## config.mk

```make
export PLATFORM = sky130hd
export DESIGN_NAME = ex_mem_stage
export DESIGN_NICKNAME = d
export VERILOG_FILES = /design/src/rtl/pipe_pkg.sv /design/src/rtl/cz_flag_reg.sv /design/src/rtl/ex_mem_stage.sv
export SDC_FILE = /design/constraint.sdc
export NUM_CORES = 1
export LEC_CHECK = 0
export CORE_UTILIZATION = 44
export DETAILED_ROUTE_END_ITERATION = 16
export GPL_ROUTABILITY_DRIVEN = 0
export HOLD_SLACK_MARGIN = 0.15
export PLACE_DENSITY = 0.86
export SYNTH_ARGS = -nofsm -noshare
export SYNTH_HDL_FRONTEND = slang
export SYNTH_SLANG_ARGS = --single-unit
```

## constraint.sdc

```tcl
create_clock -name clk -period 5.9 [get_ports clk]
set_input_delay 1.77 -clock clk [delete_from_list [all_inputs] [get_ports clk]]
set_output_delay 1.77 -clock clk [all_outputs]
set_load 0.02 [all_outputs]
```

## src/rtl/pipe_pkg.sv

```systemverilog
// Shared pipeline constants: datapath widths, write-back select and flag-source encodings.
package pipe_pkg;

    localparam int unsigned DATA_W  = 8;
    localparam int unsigned RADDR_W = 3;

    localparam logic [1:0] WB_ALU   = 2'b00;
    localparam logic [1:0] WB_SHIFT = 2'b01;
    localparam logic [1:0] WB_MEM   = 2'b10;

    localparam logic FLAG_ALU   = 1'b0;
    localparam logic FLAG_SHIFT = 1'b1;

    // Non-memory result; a load carries its address here, memory data is muxed downstream.
    function automatic logic [DATA_W-1:0] wb_result(
        input logic [1:0]        sel,
        input logic [DATA_W-1:0] alu,
        input logic [DATA_W-1:0] shift
    );
        case (sel)
            WB_ALU, WB_MEM: return alu;
            WB_SHIFT:       return shift;
            default:        return '0;
        endcase
    endfunction

endpackage

```

## src/rtl/cz_flag_reg.sv

```systemverilog
// Architectural carry/zero flags with per-flag source select and independent write enables.
module cz_flag_reg
    import pipe_pkg::*;
(
    input  logic clk,
    input  logic reset,
    input  logic stall_i,
    input  logic commit_i,
    input  logic alu_c_i,
    input  logic alu_z_i,
    input  logic shift_c_i,
    input  logic shift_z_i,
    input  logic select_c_i,
    input  logic select_z_i,
    input  logic write_c_i,
    input  logic write_z_i,
    output logic c_o,
    output logic z_o
);

    logic c_q, c_d;
    logic z_q, z_d;

    always_comb begin
        c_d = c_q;
        z_d = z_q;
        if (commit_i && !stall_i) begin
            if (write_c_i) c_d = (select_c_i == FLAG_SHIFT) ? shift_c_i : alu_c_i;
            if (write_z_i) z_d = (select_z_i == FLAG_SHIFT) ? shift_z_i : alu_z_i;
        end
    end

    always_ff @(posedge clk) begin
        if (reset) begin
            c_q <= 1'b0;
            z_q <= 1'b0;
        end else begin
            c_q <= c_d;
            z_q <= z_d;
        end
    end

    assign c_o = c_q;
    assign z_o = z_q;

endmodule

```

## src/rtl/ex_mem_stage.sv

```systemverilog
// EX/MEM pipeline register: latches EX results/control, commits C/Z, drives DataMem,
// reports forwarding/load-use status and counts retired instructions.
module ex_mem_stage
    import pipe_pkg::*;
#(
    parameter int unsigned CNT_W = 16
) (
    input  logic               clk,
    input  logic               reset,
    input  logic               stall,
    input  logic               flush,
    input  logic               ex_valid,
    input  logic [DATA_W-1:0]  ex_alu_out,
    input  logic [DATA_W-1:0]  ex_shift_out,
    input  logic [DATA_W-1:0]  ex_b,
    input  logic [RADDR_W-1:0] ex_dest,
    input  logic               ex_mem_write,
    input  logic               ex_reg_write,
    input  logic [1:0]         ex_reg_write_mux,
    input  logic               ex_alu_co,
    input  logic               ex_alu_z,
    input  logic               ex_shift_c,
    input  logic               ex_shift_z,
    input  logic               ex_select_c,
    input  logic               ex_select_z,
    input  logic               ex_write_c,
    input  logic               ex_write_z,
    output logic               mem_valid,
    output logic [DATA_W-1:0]  mem_addr,
    output logic [DATA_W-1:0]  mem_write_data,
    output logic               mem_write,
    output logic [DATA_W-1:0]  mem_result,
    output logic [RADDR_W-1:0] mem_dest,
    output logic               mem_reg_write,
    output logic [1:0]         mem_reg_write_mux,
    output logic               C,
    output logic               Z,
    output logic               fwd_valid,
    output logic               load_use,
    output logic [CNT_W-1:0]   retired
);

    logic               valid_q,   valid_d;
    logic [DATA_W-1:0]  addr_q,    addr_d;
    logic [DATA_W-1:0]  wdata_q,   wdata_d;
    logic               mw_q,      mw_d;
    logic [DATA_W-1:0]  result_q,  result_d;
    logic [RADDR_W-1:0] dest_q,    dest_d;
    logic               rw_q,      rw_d;
    logic [1:0]         mux_q,     mux_d;
    logic [CNT_W-1:0]   retired_q, retired_d;

    // Flush and an empty EX slot both produce a bubble; stall holds everything.
    always_comb begin
        valid_d   = valid_q;
        addr_d    = addr_q;
        wdata_d   = wdata_q;
        mw_d      = mw_q;
        result_d  = result_q;
        dest_d    = dest_q;
        rw_d      = rw_q;
        mux_d     = mux_q;
        retired_d = retired_q;
        if (flush || (!stall && !ex_valid)) begin
            valid_d  = 1'b0;
            addr_d   = '0;
            wdata_d  = '0;
            mw_d     = 1'b0;
            result_d = '0;
            dest_d   = '0;
            rw_d     = 1'b0;
            mux_d    = WB_ALU;
        end else if (!stall) begin
            valid_d   = 1'b1;
            addr_d    = ex_alu_out;
            wdata_d   = ex_b;
            mw_d      = ex_mem_write;
            result_d  = wb_result(ex_reg_write_mux, ex_alu_out, ex_shift_out);
            dest_d    = ex_dest;
            rw_d      = ex_reg_write;
            mux_d     = ex_reg_write_mux;
            retired_d = retired_q + CNT_W'(1);
        end
    end

    always_ff @(posedge clk) begin
        if (reset) begin
            valid_q   <= 1'b0;
            addr_q    <= '0;
            wdata_q   <= '0;
            mw_q      <= 1'b0;
            result_q  <= '0;
            dest_q    <= '0;
            rw_q      <= 1'b0;
            mux_q     <= WB_ALU;
            retired_q <= '0;
        end else begin
            valid_q   <= valid_d;
            addr_q    <= addr_d;
            wdata_q   <= wdata_d;
            mw_q      <= mw_d;
            result_q  <= result_d;
            dest_q    <= dest_d;
            rw_q      <= rw_d;
            mux_q     <= mux_d;
            retired_q <= retired_d;
        end
    end

    cz_flag_reg u_cz_flag_reg (
        .clk        (clk),
        .reset      (reset),
        .stall_i    (stall),
        .commit_i   (ex_valid & ~flush),
        .alu_c_i    (ex_alu_co),
        .alu_z_i    (ex_alu_z),
        .shift_c_i  (ex_shift_c),
        .shift_z_i  (ex_shift_z),
        .select_c_i (ex_select_c),
        .select_z_i (ex_select_z),
        .write_c_i  (ex_write_c),
        .write_z_i  (ex_write_z),
        .c_o        (C),
        .z_o        (Z)
    );

    assign mem_valid         = valid_q;
    assign mem_addr          = addr_q;
    assign mem_write_data    = wdata_q;
    assign mem_write         = mw_q;
    assign mem_result        = result_q;
    assign mem_dest          = dest_q;
    assign mem_reg_write     = rw_q;
    assign mem_reg_write_mux = mux_q;
    assign retired           = retired_q;

    assign fwd_valid = valid_q & rw_q & (mux_q != WB_MEM);
    assign load_use  = valid_q & rw_q & (mux_q == WB_MEM);

endmodule
```

Word level (Yosys, flattened, before mapping):

Cells that the tools add are included.
W data, S select, Z words.

* bits in read-only memories: 0
* output and inout port bits: 52
* input port bits: 44
* logic and storage cells: 37
* flip-flop bits (word level): 50
* RAM bits: 0
* memories: 0
* bits in latches: 0

* div/mod/pow operators: 0
* mux-type cells: 3
* shifts and indexed selects: 0
* bitwise operators: 7
* multiply operators: 0
* eq/ne operators: 4
* add/subtract/negate cells: 1
* order comparisons: 0
* reduce and logical (&&, ||, !) cells: 11

Operators by type and width (number)
* $add A16 B1 Y16 const B: 1
* $pmux W8 S2: 1
* $reduce_and A2 Y1: 3
* $and A1 B1 Y1: 4
* $eq A2 B2 Y1 const B: 2
* $reduce_or A2 Y1: 2
* $not A1 Y1: 3
* $eq A2 B1 Y1 const B: 1
* $logic_and A1 B1 Y1: 2
* $logic_not A1 Y1: 2
* $logic_not A2 Y1: 1
* $mux W1: 2
* $ne A2 B2 Y1 const B: 1
* $logic_or A1 B1 Y1: 1

Depth between registers and ports, before layout:

Gate-level depths: netlist (run 1).

* word-level depth: 5
* depth in mapped cells: 6
* gate-level depth less buffers: 5

Hierarchy:

From an unflattened synthesis (run 1), not the netlist that was laid out.

* cell total of the unflattened synthesis: 211
* area total of the unflattened synthesis: 2054.5 um2

By module, submodules not included
* ex_mem_stage: cells each 202, area an instance 1953.1 um2, instances 1, sequential area each 960.9 um2
* cz_flag_reg: cells each 9, area an instance 101.3 um2, instances 1, sequential area each 40.0 um2

Worst setup path after synthesis (run 1):

No wires, ideal clock.

* kind: input-to-reg
* start: input port stall
* end: register retired_q[15], in the netlist retired[15]
* slack: 2.577 ns
* data required time: 5.830 ns
* setup time: 0.070 ns
* cell stages on the path: 6
* buffers on the path: 2
* arrival: 3.252 ns
* cells stage by stage: buf_6 -> or3b_1 -> buf_2 -> or2_4 -> or4_1 -> a21oi_1

* word-level cells in the longest chain between the ends: 5
* elaborated cells between the ends (all ways): 6
* classes of those cells: bitwise (2); reduce/logical (4)

Ends and longest elaborated chain
* start: declaration: RTL line ex_mem_stage.sv:10 `input logic stall,`
* $logic_not A1 Y1: RTL line ex_mem_stage.sv:64 `if (flush || (!stall && !ex_valid)) begin`
* $logic_and A1 B1 Y1: RTL line ex_mem_stage.sv:64
* $logic_or A1 B1 Y1: RTL line ex_mem_stage.sv:64
* $not A1 Y1 (no source line)
* $reduce_and A2 Y1 (no source line) *
* end signal: assignment: RTL line ex_mem_stage.sv:106 `retired_q <= retired_d;`
* end: declaration: RTL line ex_mem_stage.sv:51 `logic [CNT_W-1:0] retired_q, retired_d;`

Mark *: on every way between the ends. The rest lies on a longest branch, timed or not.
A chain may end at the register's enable or synchronous reset.

Worst setup path after layout (run 1):

Ends and elaborated chain as after synthesis.

==> impl_metrics.toml, run 1 <==
[cts]
cts.clk_slew.worst_paths_ps = 90
tritoncts = "yes"
clk_latency_ps = 300
cts.sink_count = 50
cts_root_buffer = "clkbuf_8"
clock_path_buffers = 2
hold_buffers = 0
htreeDepth = 2
ctsResizeCount = 0
postCtsSetupRepairBufs = 0
numCtsBuffers = 5

[detailed_routing]
route.detailed.drc = 0
routedLengthMet1_um = 2036
wl_per_cell_um = 13.81
ant_nets = 0
wl_um = 4929
via_per_inst = 5.199
dr.pass1.iters = 4
met3_length_um = 493
drt_iter0_drc = 86
met2_length_um = 2362
via_count = 1856
dr.max_layer_used = "met4"

[die]
pin_count = 96
die_h_um = 69.77
die_area_sq_um = 4867
rows = 24
start_util_pct = 46.09
core_area_sq_um = 4384
die_x_um = 69.77

[cells_and_area]
drive_gt1_share_pct = 4.262
layout_commonest_cell = "clkdlybuf4s50_1"
area_growth_pct = 55.17
fin_util_pct = 71.52
antenna_cells = 0
layout.nets = 349
stdcell_count = 357
fin_area_sq_um = 3136
mostFrequentLayoutCells = "94 x clkdlybuf4s50_1, 50 x dfxtp_1, 36 x nor2_1"

[power_and_ir_drop]
ir_drop_v = 0.0001663
finalPower_uw = 732.1
p_per_area_nw_per_um2 = 233.5
p_leak_nw = 1.161

[placement]
post_dp_cell_area_sq_um = 2993
dp_slack_ps = 2070
io_buffers = 95
dp_cells = 349
hpwl_um = 3505

[sta]
hold_slack_ps = 487.6
setup-violations-final = 0
fin_crit_ps = 3517
drv_slew = 0
fin_skew_ps = 4.780
finalCritPeriodShare_pct = 59.61
hold_viol_final = 0
finalWorstSetupSlack_ps = 2383
tightest_slew_ps = 979.7
setup_tns_ps = 0
slew_headroom_pct = 34.69
rsz0062_at_grt = "false"
timing.fmax_ghz = 0.2843

[global_route]
grt_start_max_net_pins = 45
grt_first_pass_wirelength_um = 8542
antenna_found_initial = 0
grt_pass1_vias = 1862
grt_usage_pct = 21.74
overflow = 0

[synth]
synthTopCellsByArea = "dfxtp_1 50%, mux2i_1 12%, nor2_1 6.7%"
synthCells = 213
ys_seq_elements = 50
syn_avg_cell_area_sq_um = 9.487
yosys_warnings = 0
synth_area_leader_cell = "dfxtp_1"
synth_area_sq_um = 2021
ys_types = 31
synth_fp_nets = 258
synth_top_area_share_pct = 49.54
seq_area_frac_synth_pct = 49.54

[worst_hold_path]
hold_depth = 2
min_path_type = "flop to flop"

[setup_path]
critical_path.max_fanout = 44
start_kind = "input port"
arrival_ps = 3740
path_class = "input port to flop"
ff2ff_path_depth = 4
required_ps = 6130
crit_path_end_kind = "flop"

[outcome]
status = "finished clean"

[run]
drv_cap = 0
[cell usage after synthesis]
| cell | instances |
|---|---|
| buf_2 | 1 |
| o31ai_1 | 2 |
| o21ai_1 | 1 |
| dfxtp_1 | 50 |
| o21ai_0 | 2 |
| nand3_1 | 4 |
| xnor2_1 | 6 |
| mux2i_1 | 25 |
| nor4_1 | 2 |
| a311oi_1 | 2 |
| xor2_1 | 5 |
| a21oi_1 | 9 |
| buf_6 | 1 |
| or3b_1 | 1 |
| or2_4 | 1 |
| ha_1 | 1 |
| clkbuf_1 | 11 |
| or4_1 | 2 |
| inv_1 | 2 |
| and3_1 | 2 |
| nor2b_1 | 8 |
| or3_1 | 2 |
| clkinv_1 | 1 |
| nor2_1 | 36 |
| nor3b_1 | 2 |
| nand2_1 | 8 |
| and4_1 | 2 |
| a221oi_1 | 8 |
| nor4bb_1 | 1 |
| nand4_1 | 5 |
| nor3_1 | 10 |
[final timing paths]
check / slack, ps / startpoint / end
worst max register to register: 4130 / retired[2]$_SDFFE_PP0P_ / retired[15]$_SDFFE_PP0P_
worst min register to register: 490 / mem_valid$_SDFFE_PP0N_ / mem_valid$_SDFFE_PP0N_
worst min-delay path: 490 / mem_valid$_SDFFE_PP0N_ / mem_valid$_SDFFE_PP0N_
worst max-delay path: 2380 / stall / retired[15]$_SDFFE_PP0P_
[flip-flops by register name, indices dropped and copies added (netlist names)]
name,cells
mem_dest,3
mem_write,1
u_cz_flag_reg.z_o,1
mem_reg_write,1
mem_valid,1
mem_addr,8
mem_reg_write_mux,2
u_cz_flag_reg.c_o,1
mem_result,8
retired,16
mem_write_data,8
[cells by family (layout without fill, tap and decap cells)]
logic type | Yosys count | in the layout | synth area share (%)
DFF | 50 | 50 | 49.54
and+or+nand+nor | 86 | 86 | 21.24
adders and majority gates | 1 | 1 | 0.6191
muxes | 25 | 25 | 12.38
buffers and inverters | 16 | 108 | 3.405
AOI/OAI and AO/OA | 24 | 24 | 8.049
xor gates and xnor gates | 11 | 11 | 4.768
[worst max-delay path, stage by stage]
cell     delay [ps]
buf_2           410
or3b_1          590
or2_4           300
or4_1           510
a21oi_1         150
[routing by layer]
layer / up-vias / global-route usage, %
li1: 936 / -
met1: 849 / 23.81
met2: 67 / 36.86
met3: 4 / 11.48
met4: 0 / 5.333
met5: - / 0
[where the power goes]
part	switching, mW	total (mW)	internal, mW
Sequential	0.00458	0.349	0.345
Clock	0.111	0.292	0.181
Combinational	0.0391	0.0908	0.0517
Total	0.155	0.732	0.577
[final cells by class]
cell class | count | area, sq um
well taps | 52 | 65.06
multi-input cells | 147 | 954.7
fillers | 351 | 1249
flip-flops and latches | 50 | 1001
repair buffers | 97 | 960.9
inverters | 3 | 11.26
clock buffers | 6 | 82.58
clock inverters | 2 | 60.06
Note: power is estimated with default switching activity, not from simulation.
==> run 2, diff against run 1 <==
--- a/config.mk
+++ b/config.mk
@@ -5,11 +5,11 @@
 export SDC_FILE = /design/constraint.sdc
 export NUM_CORES = 1
 export LEC_CHECK = 0
-export CORE_UTILIZATION = 44
+export CORE_UTILIZATION = 40
 export DETAILED_ROUTE_END_ITERATION = 16
 export GPL_ROUTABILITY_DRIVEN = 0
 export HOLD_SLACK_MARGIN = 0.15
-export PLACE_DENSITY = 0.86
+export PLACE_DENSITY = 0.8
 export SYNTH_ARGS = -nofsm -noshare
 export SYNTH_HDL_FRONTEND = slang
 export SYNTH_SLANG_ARGS = --single-unit
==> constraint.sdc (replaced) <==
create_clock -name clk -period 3.5 [get_ports clk]
set_input_delay 1.05 -clock clk [delete_from_list [all_inputs] [get_ports clk]]
set_output_delay 1.05 -clock clk [all_outputs]
set_load 0.02 [all_outputs]
==> impl_metrics.toml, run 2 (synthesis results as in run 1) <==
[cts]
cts.clk_slew.worst_paths_ps = 80
numCtsBuffers = 5
tritoncts = "yes"
cts.sink_count = 50
clk_latency_ps = 290
ctsResizeCount = 0
htreeDepth = 2
postCtsSetupRepairBufs = 0
hold_buffers = 0
cts_root_buffer = "clkbuf_8"
clock_path_buffers = 2

[sta]
finalCritPeriodShare_pct = 79.97
setup-violations-final = 0
drv_slew = 0
tightest_slew_ps = 750.2
rsz0062_at_grt = "false"
slew_headroom_pct = 49.88
timing.fmax_ghz = 0.3573
finalWorstSetupSlack_ps = 700.9
setup_tns_ps = 0
fin_crit_ps = 2799
hold_viol_final = 0
hold_slack_ps = 472.6
fin_skew_ps = 1.960

[detailed_routing]
drt_iter0_drc = 60
met3_length_um = 482
via_count = 1875
routedLengthMet1_um = 2121
dr.pass1.iters = 4
ant_nets = 0
via_per_inst = 5.040
met2_length_um = 2262
dr.max_layer_used = "met4"
route.detailed.drc = 0
wl_um = 4904
wl_per_cell_um = 13.18

[die]
die_area_sq_um = 5340
die_x_um = 73.08
rows = 25
start_util_pct = 42.22
core_area_sq_um = 4786
pin_count = 96
die_h_um = 73.08

[setup_path]
ff2ff_path_depth = 5
critical_path.max_fanout = 6
reg2reg_to = "retired[12]$_SDFFE_PP0P_"
path_class = "input port to flop"
crit_start = "ex_valid"
required_ps = 3720
crit_path_end_kind = "flop"
arrival_ps = 3020
worst-r2r-setup-slack_ps = 1650
reg2reg_from = "retired[0]$_SDFFE_PP0P_"
start_kind = "input port"

[placement]
dp_cells = 366
hpwl_um = 3576
dp_slack_ps = 438.8
post_dp_cell_area_sq_um = 3027
io_buffers = 95

[global_route]
antenna_found_initial = 0
grt_usage_pct = 19.63
overflow = 0
grt_first_pass_wirelength_um = 8100
grt_pass1_vias = 1783
grt_start_max_net_pins = 42

[cells_and_area]
layout.nets = 351
mostFrequentLayoutCells = "94 x clkdlybuf4s50_1, 50 x dfxtp_1, 36 x nor2_1"
antenna_cells = 0
stdcell_count = 372
fin_util_pct = 64.97
largest_reg_flops = 16
drive_gt1_share_pct = 4.262
layout_commonest_cell = "clkdlybuf4s50_1"
fin_area_sq_um = 3109
area_growth_pct = 53.87

[run]
drv_cap = 0

[outcome]
status = "finished clean"

[worst_hold_path]
hold_depth = 2
min_to = "mem_valid$_SDFFE_PP0N_"
worst_hold_startpoint = "mem_valid$_SDFFE_PP0N_"
min_path_type = "flop to flop"

[power_and_ir_drop]
ir_drop_v = 0.0002424
finalPower_mw = 1.065
p_leak_nw = 1.142
p_per_area_nw_per_um2 = 342.6
[run 2: changes by cell type in the layout (fill, tap and decap cells not counted)]
| cell | change |
|---|---|
| buf_4 | +2 |
| bufinv_16 | -2 |
[run 2: worst max-delay path by stage]
stage | slack (ps) | end | cells after the start
2_1_floorplan | 900 | retired[15]$_SDFFE_PP0P_ | 6
6_report | 700 | retired[15]$_SDFFE_PP0P_ | 5
3_5_place_dp | 440 | retired[15]$_SDFFE_PP0P_ | 5
4_1_cts | 720 | retired[15]$_SDFFE_PP0P_ | 5
3_3_place_gp | 470 | retired[15]$_SDFFE_PP0P_ | 5
5_1_grt | 650 | retired[15]$_SDFFE_PP0P_ | 5
[run 2: layer usage]
layer  track usage, %  up-vias
li1                 -      932
met1            24.14      857
met2            31.58       81
met3            7.320        5
met4            6.536        0
met5                0        -
[run 2: report_power, final]
part / internal (mW) / switching [mW]
sequential: 0.581 / 0.00748
clock: 0.153 / 0.171
combinational: 0.0881 / 0.0654
[run 2: worst max-delay path, cell delays in order]
cell	delay, ps
clkdlybuf4s50_1	520
or3b_1	460
or2_4	310
or4_1	520
a21oi_1	150
[run 2: final cells by class]
class	instances	area [sq um]
clock buffer	6	82.58
fill	403	1677
inverter	3	11.26
multi-input combinational	147	954.7
sequential	50	1001
tap	67	83.83
timing repair buffer	99	975.9
==> run 3, diff against run 2 <==
==> constraint.sdc (replaced) <==
create_clock -name clk -period 2.7 [get_ports clk]
set_input_delay 0.81 -clock clk [delete_from_list [all_inputs] [get_ports clk]]
set_output_delay 0.81 -clock clk [all_outputs]
set_load 0.02 [all_outputs]
==> impl_metrics.toml, run 3 (synthesis results as in run 1) <==
[die]
core_area_sq_um = 4786
start_util_pct = 42.22
die_x_um = 73.08
rows = 25
pin_count = 96
die_h_um = 73.08
die_area_sq_um = 5340

[power_and_ir_drop]
comb_power_share_pct = 13.8
p_leak_nw = 1.180
p_per_area_nw_per_um2 = 463.4
ir_drop_v = 0.0002852
seq_power_share_pct = 51.8
p_switching_uw = 323.9
finalPower_mw = 1.473
power.internal_mw = 1.149
p_sw_share_pct = 22.00
p_clk_share_pct = 34.5

[cells_and_area]
drive_gt1_share_pct = 6.070
mostFrequentLayoutCells = "94 x clkdlybuf4s50_1, 50 x dfxtp_1, 36 x nor2_1"
layout_commonest_cell = "clkdlybuf4s50_1"
antenna_cells = 0
largest_reg_flops = 16
area_growth_pct = 57.28
layout.nets = 357
stdcell_count = 380
fillerInstances = 412
fin_util_pct = 66.41

[cts]
postCtsSetupRepairBufs = 0
clk_latency_ps = 290
cts.clk_slew.worst_paths_ps = 90
hold_buffers = 0
clock_path_buffers = 2
cts.sink_count = 50
htreeDepth = 2
tritoncts = "yes"
cts_root_buffer = "clkbuf_8"
ctsResizeCount = 0
numCtsBuffers = 5

[setup_path]
required_ps = 1890
cp_cell_sequence = "nand2_1 -> nor3b_1 -> clkdlybuf4s50_1"
path_class = "flop to output pin"
reg2reg_from = "retired[0]$_SDFFE_PP0P_"
crit_start = "mem_valid$_SDFFE_PP0N_"
start_kind = "flop"
arrival_ps = 1560
critPathMaxStageDelay_ps = 630
cp_slowest_cell = "clkdlybuf4s50_1"
crit_path_end_kind = "output pin"
critical_path.max_fanout = 3

[sta]
drv_slew = 0
slew_headroom_pct = 65.40
finalCritPeriodShare_pct = 87.85
tightest_slew_ps = 519.1
fin_skew_ps = 3.996
hold_viol_final = 0
setup_tns_ps = 0
rsz0062_at_grt = "false"
fin_crit_ps = 2372
timing.fmax_ghz = 0.4216
setup-violations-final = 0

[global_route]
grt_pass1_vias = 1697
grt_start_max_net_pins = 41
met1_usage_pct = 21.34
grt_usage_pct = 18.06
grt_use_met2_pct = 29.94
antenna_found_initial = 0
grt_first_pass_wirelength_um = 7514
overflow = 0
busiest_layer = "met2"
grtUsageMet3_pct = 7.459

[detailed_routing]
wl_um = 4724
drt_iter0_drc = 99
via_count = 1857
dr.pass1.iters = 4
wl_per_cell_um = 12.43
via_per_inst = 4.887
route.detailed.drc = 0
ant_nets = 0

[placement]
dp_cells = 372
io_buffers = 95
hpwl_um = 3416

[worst_hold_path]
min_path_type = "flop to flop"
worst_hold_startpoint = "mem_valid$_SDFFE_PP0N_"

[run]
drv_cap = 0

[outcome]
status = "finished clean"
-- run 3: cell count changes in the layout (fill, tap and decap cells not counted) --
| cell | previous run | this run |
|---|---|---|
| buf_4 | 4 | 10 |
| bufinv_16 | 0 | 1 |
| clkbuf_1 | 0 | 2 |
| clkbuf_8 | 6 | 5 |
-- run 3: final timing paths --
| check | slack (ps) | depth (start not counted) | end |
|---|---|---|---|
| worst max register to register | 940 | 5 | retired[12]$_SDFFE_PP0P_ |
| worst min register to register | 480 | 2 | mem_valid$_SDFFE_PP0N_ |
| worst min-delay path | 480 | 2 | mem_valid$_SDFFE_PP0N_ |
| worst max-delay path | 330 | 3 | load_use |
-- run 3: metrics by stage --
step / setup WS (ps) / hold slack (ps) / area, sq um
final: 327.9 / 475.3 / 3178
after floorplan: 337.4 / 538.0 / 2021
after detailed placement: 55.41 / 463.0 / 3072
after global placement: 65.64 / 450.4 / 3072
after global routing: 250.9 / 509.9 / 3178
after CTS: 300.4 / 477.3 / 3178
-- run 3: routing by layer --
metal / routed length, um / part of all wire, %
met2: 2152 / 46
met5: 0 / 0
met3: 469 / 9.9
met1: 2073 / 44
met4: 28 / 0.59
-- run 3: power groups by stage --
stage	registers (mW)	logic, mW	clock network, mW
finish	0.763	0.203	0.507
detailed placement	0.780	0.203	0
global placement	0.780	0.202	0
global route	0.765	0.217	0.549
CTS	0.763	0.204	0.522
floorplan	0.799	0.0698	0
-- run 3: critical path, delay by kind of cell, from the launching register on --
kind          cells  cell delay [ps]
simple gates      2              280
buf+inv           1              630
flops             1              360
-- run 3: cell type report --
type / count / area, sq um / area share, %
clock inverters: 1 / 30.03 / 0.9449
clock buffers: 7 / 76.32 / 2.402
well taps: 67 / 83.83 / 2.638
inverters: 3 / 11.26 / 0.3543
flip-flops and latches: 50 / 1001 / 31.50
repair buffers: 105 / 1021 / 32.13
multi-input cells: 147 / 954.7 / 30.04
